File: config.mk
export PLATFORM = sky130hd
export DESIGN_NAME = bcd_counter4
export DESIGN_NICKNAME = d
export VERILOG_FILES = /design/src/rtl/bcd_counter4.sv
export SDC_FILE = /design/constraint.sdc
export NUM_CORES = 1
export LEC_CHECK = 0
export CAP_MARGIN = 20
export CORE_AREA = 2 2 88 90
export DETAILED_ROUTE_END_ITERATION = 6
export DIE_AREA = 0 0 90 92
export PLACE_DENSITY = 0.73
export SLEW_MARGIN = 0
export SYNTH_ARGS = -nofsm -noshare
export SYNTH_HDL_FRONTEND = slang
export SYNTH_SLANG_ARGS = --single-unit
File: constraint.sdc
create_clock -name clk -period 2.2 [get_ports clk]
set_input_delay 0.22 -clock clk [delete_from_list [all_inputs] [get_ports clk]]
set_output_delay 0.22 -clock clk [all_outputs]
set_load 0.005 [all_outputs]
File: src/rtl/bcd_counter4.sv
// 4-digit BCD up/down counter with prescaled step rate, parallel load and wrap pulse.
// Optional build macro BCD_COUNTER_SATURATE_EN: saturate at 9999/0000 instead of wrapping.
module bcd_counter4 #(
  parameter int TICK_DIV = 100000000
) (
  input  logic        clk,
  input  logic        reset,
  input  logic        en,
  input  logic        up,
  input  logic        load,
  input  logic [15:0] load_val,
  output logic [3:0]  count0,
  output logic [3:0]  count1,
  output logic [3:0]  count2,
  output logic [3:0]  count3,
  output logic        tick,
  output logic        wrap
);

  localparam int              PRE_W   = $clog2(TICK_DIV) + 1;
  localparam logic [PRE_W-1:0] PRE_MAX = PRE_W'(TICK_DIV - 1);

  logic [PRE_W-1:0] pre;
  logic [3:0][3:0]  cur;
  logic [3:0][3:0]  nxt;
  logic             carry;
  logic             wrap_nxt;

  function automatic logic [3:0] clamp_bcd(input logic [3:0] n);
    return (n > 4'd9) ? 4'd9 : n;
  endfunction

  assign cur = {count3, count2, count1, count0};

  // Ripple the carry/borrow from digit0 upward; a carry out of digit3 means the
  // whole counter rolled over.
  always_comb begin
    // NOTE: every variable driven here gets a default first so no latch is inferred.
    nxt      = cur;
    carry    = 1'b1;
    wrap_nxt = 1'b0;
    for (int i = 0; i < 4; i++) begin
      if (carry) begin
        if (up) begin
          if (cur[i] == 4'd9) begin
            nxt[i] = 4'd0;
          end else begin
            nxt[i] = cur[i] + 4'd1;
            carry  = 1'b0;
          end
        end else begin
          if (cur[i] == 4'd0) begin
            nxt[i] = 4'd9;
          end else begin
            nxt[i] = cur[i] - 4'd1;
            carry  = 1'b0;
          end
        end
      end
    end
`ifdef BCD_COUNTER_SATURATE_EN
    if (carry) begin
      nxt = cur;
    end
`else
    wrap_nxt = carry;
`endif
  end

  // NOTE: state is updated with non-blocking assignments so every register samples
  // pre-edge values; reset here is synchronous and checked first.
  always_ff @(posedge clk) begin
    if (!reset) begin
      pre    <= '0;
      count0 <= 4'd0;
      count1 <= 4'd0;
      count2 <= 4'd0;
      count3 <= 4'd0;
      tick   <= 1'b0;
      wrap   <= 1'b0;
    end else if (load) begin
      pre    <= '0;
      count0 <= clamp_bcd(load_val[3:0]);
      count1 <= clamp_bcd(load_val[7:4]);
      count2 <= clamp_bcd(load_val[11:8]);
      count3 <= clamp_bcd(load_val[15:12]);
      tick   <= 1'b0;
      wrap   <= 1'b0;
    end else if (en && (pre == PRE_MAX)) begin
      pre    <= '0;
      count0 <= nxt[0];
      count1 <= nxt[1];
      count2 <= nxt[2];
      count3 <= nxt[3];
      tick   <= 1'b1;
      wrap   <= wrap_nxt;
    end else begin
      // Disabled cycles keep the prescaler phase so the interval resumes where it stopped.
      if (en) begin
        pre <= pre + 1'b1;
      end
      tick <= 1'b0;
      wrap <= 1'b0;
    end
  end

endmodule

==> results of run 1 <==
-- cell type report --
type	instances	area share
multi-input combinational	276	0.471
sequential	46	0.241
timing repair buffer	97	0.218
tap	102	0.0333
clock buffer	7	0.0199
inverter	10	0.00979
clock inverter	1	0.00783
-- stage by stage --
stage,setup slack [ps],instances,area (µm²)
floorplan,9.88,360,2850
global route,-37.1,539,3830
global placement,-263,531,3700
finish,35.3,539,3830
detailed placement,-350,531,3700
CTS,3.15,539,3810
-- power groups by stage --
stage	Sequential, mW	Combinational (mW)	Clock, mW
after floorplan	0.892	0.182	0
after CTS	0.883	0.332	0.640
after global placement	0.901	0.321	0
after detailed placement	0.902	0.327	0
final	0.883	0.335	0.623
after global routing	0.888	0.367	0.683
-- cell families (layout without fill, tap and decap cells) --
logic type,after synthesis,after routing,share of synthesized area
DFF,46,46,0.326
muxes,5,5,0.0177
buffers and inverters,38,115,0.0528
AOI/OAI and AO/OA,73,73,0.171
and+or+nand+nor,165,165,0.328
xor gates and xnor gates,32,32,0.0993
adders and majority gates,1,1,0.00443
-- worst max path at each step --
stage | from | to | slack, ps | depth (start not counted)
2_1_floorplan | count1[0] | count2[2] | 10 | 6
3_3_place_gp | up | count3[1] | -260 | 7
3_5_place_dp | up | count3[1] | -350 | 7
4_1_cts | pre[1] | count3[1] | 3 | 6
5_1_grt | pre[1] | count3[1] | -40 | 6
6_report | pre[1] | count3[1] | 40 | 6
-- cell usage in the layout, fill, tap and decap left out, types with 8 or more instances in the layout --
cell type,netlist,final
a21oi_1,15,15
buf_4,1,58
clkdlybuf4s50_1,0,37
dfxtp_1,46,44
inv_1,10,10
nand2_1,19,19
nand3_1,16,16
nand4_1,11,11
nor2_1,42,42
nor3_1,16,16
nor4_1,12,12
o21ai_0,17,17
or3_1,8,8
xnor2_1,20,20
xor2_1,12,12
-- flip-flops by register name, summed over array words and instances, names as in the netlist --
name and cells:
count0 4, pre 28, count1 4, wrap 1, tick 1, count3 4
count2 4
-- metal layers --
layer  track usage  vias to the layer above
met1         0.219                     1398
met4        0.0603                        0
met3        0.0403                        8
li1              -                     1468
met2         0.330                       57
met5             0                        -
-- worst min-delay path: cells and delay by family, from the launching register on --
kind	cells	cell delay, ps
xor gates and xnor gates	1	70
DFF	1	350
and+or+nand+nor	1	80
-- what timing repair did --
action / CTS / global route
hold buffers: 0 / 0
cloned: 0 / 0
pin swaps: 2 / 0
endpoints found under the setup margin: 3 / 3
gates resized for setup: 3 / 5
==> flow_summary.ini, run 1 <==
[critical_path]
path_buf_inv = 0
worstPathArrival_ps = 2390
r2r_cells = 6
worstPathMaxFanout = 5
r2r_slack_ps = 40
crit_path_frequent_cell = or4_4
cp.required_ps = 2420
cpMaxStageDelayCell = or4_4
cp-end-kind = flip-flop
r2r_start = pre[1]
slowest_delay_ps = 560
start_kind = flip-flop
r2r-end = count3[1]
critPathTopFamily = simple AND/OR/NAND/NOR gates
path_cells = ha_4 > and4_4 > nand2_1 > or4_4 > or4_4 > a311oi_2
critPathKind = flip-flop to flip-flop

[power_and_ir_drop]
swShare = 0.255
p_comb_frac = 0.182
p_per_area_mw_per_mm2 = 480
p_leak_nw = 1.35
p_switching_mw = 0.470
vdd_ir_drop_max_mv = 0.208
p_clk_frac = 0.338
power.total_mw = 1.84
internal_power_mw = 1.37
p_seq_frac = 0.480

[drt]
viasPerCell = 5.44
wl_met1_mm = 3.28
wl_met2_mm = 3.73
top_layer = met4
wl_per_cell_um = 13.7
drc = 0
ant_nets = 0
first_pass_iters = 4
drt_iter0_drc = 125
routed-wl-met3_um = 278
routed_wl_mm = 7.39
vias = 2931

[floorplan]
core_mm2 = 0.00745
dieArea_mm2 = 0.00828
start_util = 0.379
rows = 32
io_pins = 39
die_w_um = 90
die_height_um = 92

[finish]
fillCellCount = 727
multi_input_area_mm2 = 0.00180
layout.nets = 458
syn_to_final_growth_pct = 35.8
regArea_um2 = 923
antenna_cells = 0
utilization = 0.515
layout-drive-gt1-share = 0.197

[min_path]
holdCritStartpoint = pre[4]
whs_path_depth = 2
hp-class = flip-flop to flip-flop
hold_end = pre[4]

[yosys]
syn_area_mm2 = 0.00282
netlist.area_leader.share = 0.326
async_flop_share = 0
synth_edf_count = 0
synth_area_per_cell_um2 = 7.84
ys_types = 55
ys.warnings.count = 0
synth.net_count = 382
synthFlopType = dfxtp_1
synthCells = 360
yosysSeqAreaShare = 0.326
synth_commonest_cells = dfxtp_1 (46), nor2_1 (42), clkbuf_1 (24)
synth_area_leaders = dfxtp_1 (33%), xnor2_1 (6.2%), nor2_1 (5.6%)
synth.most_common_cell = dfxtp_1
ys_ff_latch = 46
synth_top_area_cell = dfxtp_1

[timing]
hold_slack_ps = 530
fin_setup_tns_ps = 0
max_slew_margin = 0.717
finalSetupViolations = 0
tightest_slew_ps = 424
slew_viol_final = 0
fmax_ghz = 0.462
hold_viol_final = 0
finClkSkew_ps = 6.55
min_period_ps = 2160
post-route-period-util = 0.984
rsz0062_at_grt = yes

[run_status]
outcome = finished, final reports clean

[global_routing]
antenna_found_initial = 0
grt_pass1_wl_mm = 12.8
grt.overflow.total = 0
track_usage = 0.184
grt_pass1_vias = 2789
grt_max_degree = 28

[clocking]
clockBufferDepth = 2
cts_root_buf = clkbuf_8
h-tree-depth = 2
cts_tree = built
cts_made_buffers = 5
clk_latency_ps = 300
postCtsSetupRepairBufs = 0
clk_pin_slew_ps = 90
cts.sinks = 46

[flow_run]
max-cap-violations = 0

[placement]
numPortBuffers = 38
dp_hpwl_mm = 5.38
place.gp.congestion = 0.834
(Power assumes the default switching activity.)
==> run 2: changes to the inputs <==
--- a/config.mk
+++ b/config.mk
@@ -7,6 +7,7 @@
 export LEC_CHECK = 0
 export CAP_MARGIN = 20
 export CORE_AREA = 2 2 88 90
+export CTS_CLUSTER_SIZE = 12
 export DETAILED_ROUTE_END_ITERATION = 6
 export DIE_AREA = 0 0 90 92
 export PLACE_DENSITY = 0.73
==> results of run 2 <==
No change in the layout: final DEF, timing and power equal those of run 1.
==> run 3: changes to the inputs <==
--- a/config.mk
+++ b/config.mk
@@ -10,8 +10,9 @@
 export CTS_CLUSTER_SIZE = 12
 export DETAILED_ROUTE_END_ITERATION = 6
 export DIE_AREA = 0 0 90 92
+export HOLD_SLACK_MARGIN = 0.02
 export PLACE_DENSITY = 0.73
-export SLEW_MARGIN = 0
+export SLEW_MARGIN = 20
 export SYNTH_ARGS = -nofsm -noshare
 export SYNTH_HDL_FRONTEND = slang
 export SYNTH_SLANG_ARGS = --single-unit
==> results of run 3 <==
No change in the layout: final DEF, timing and power equal those of run 1.
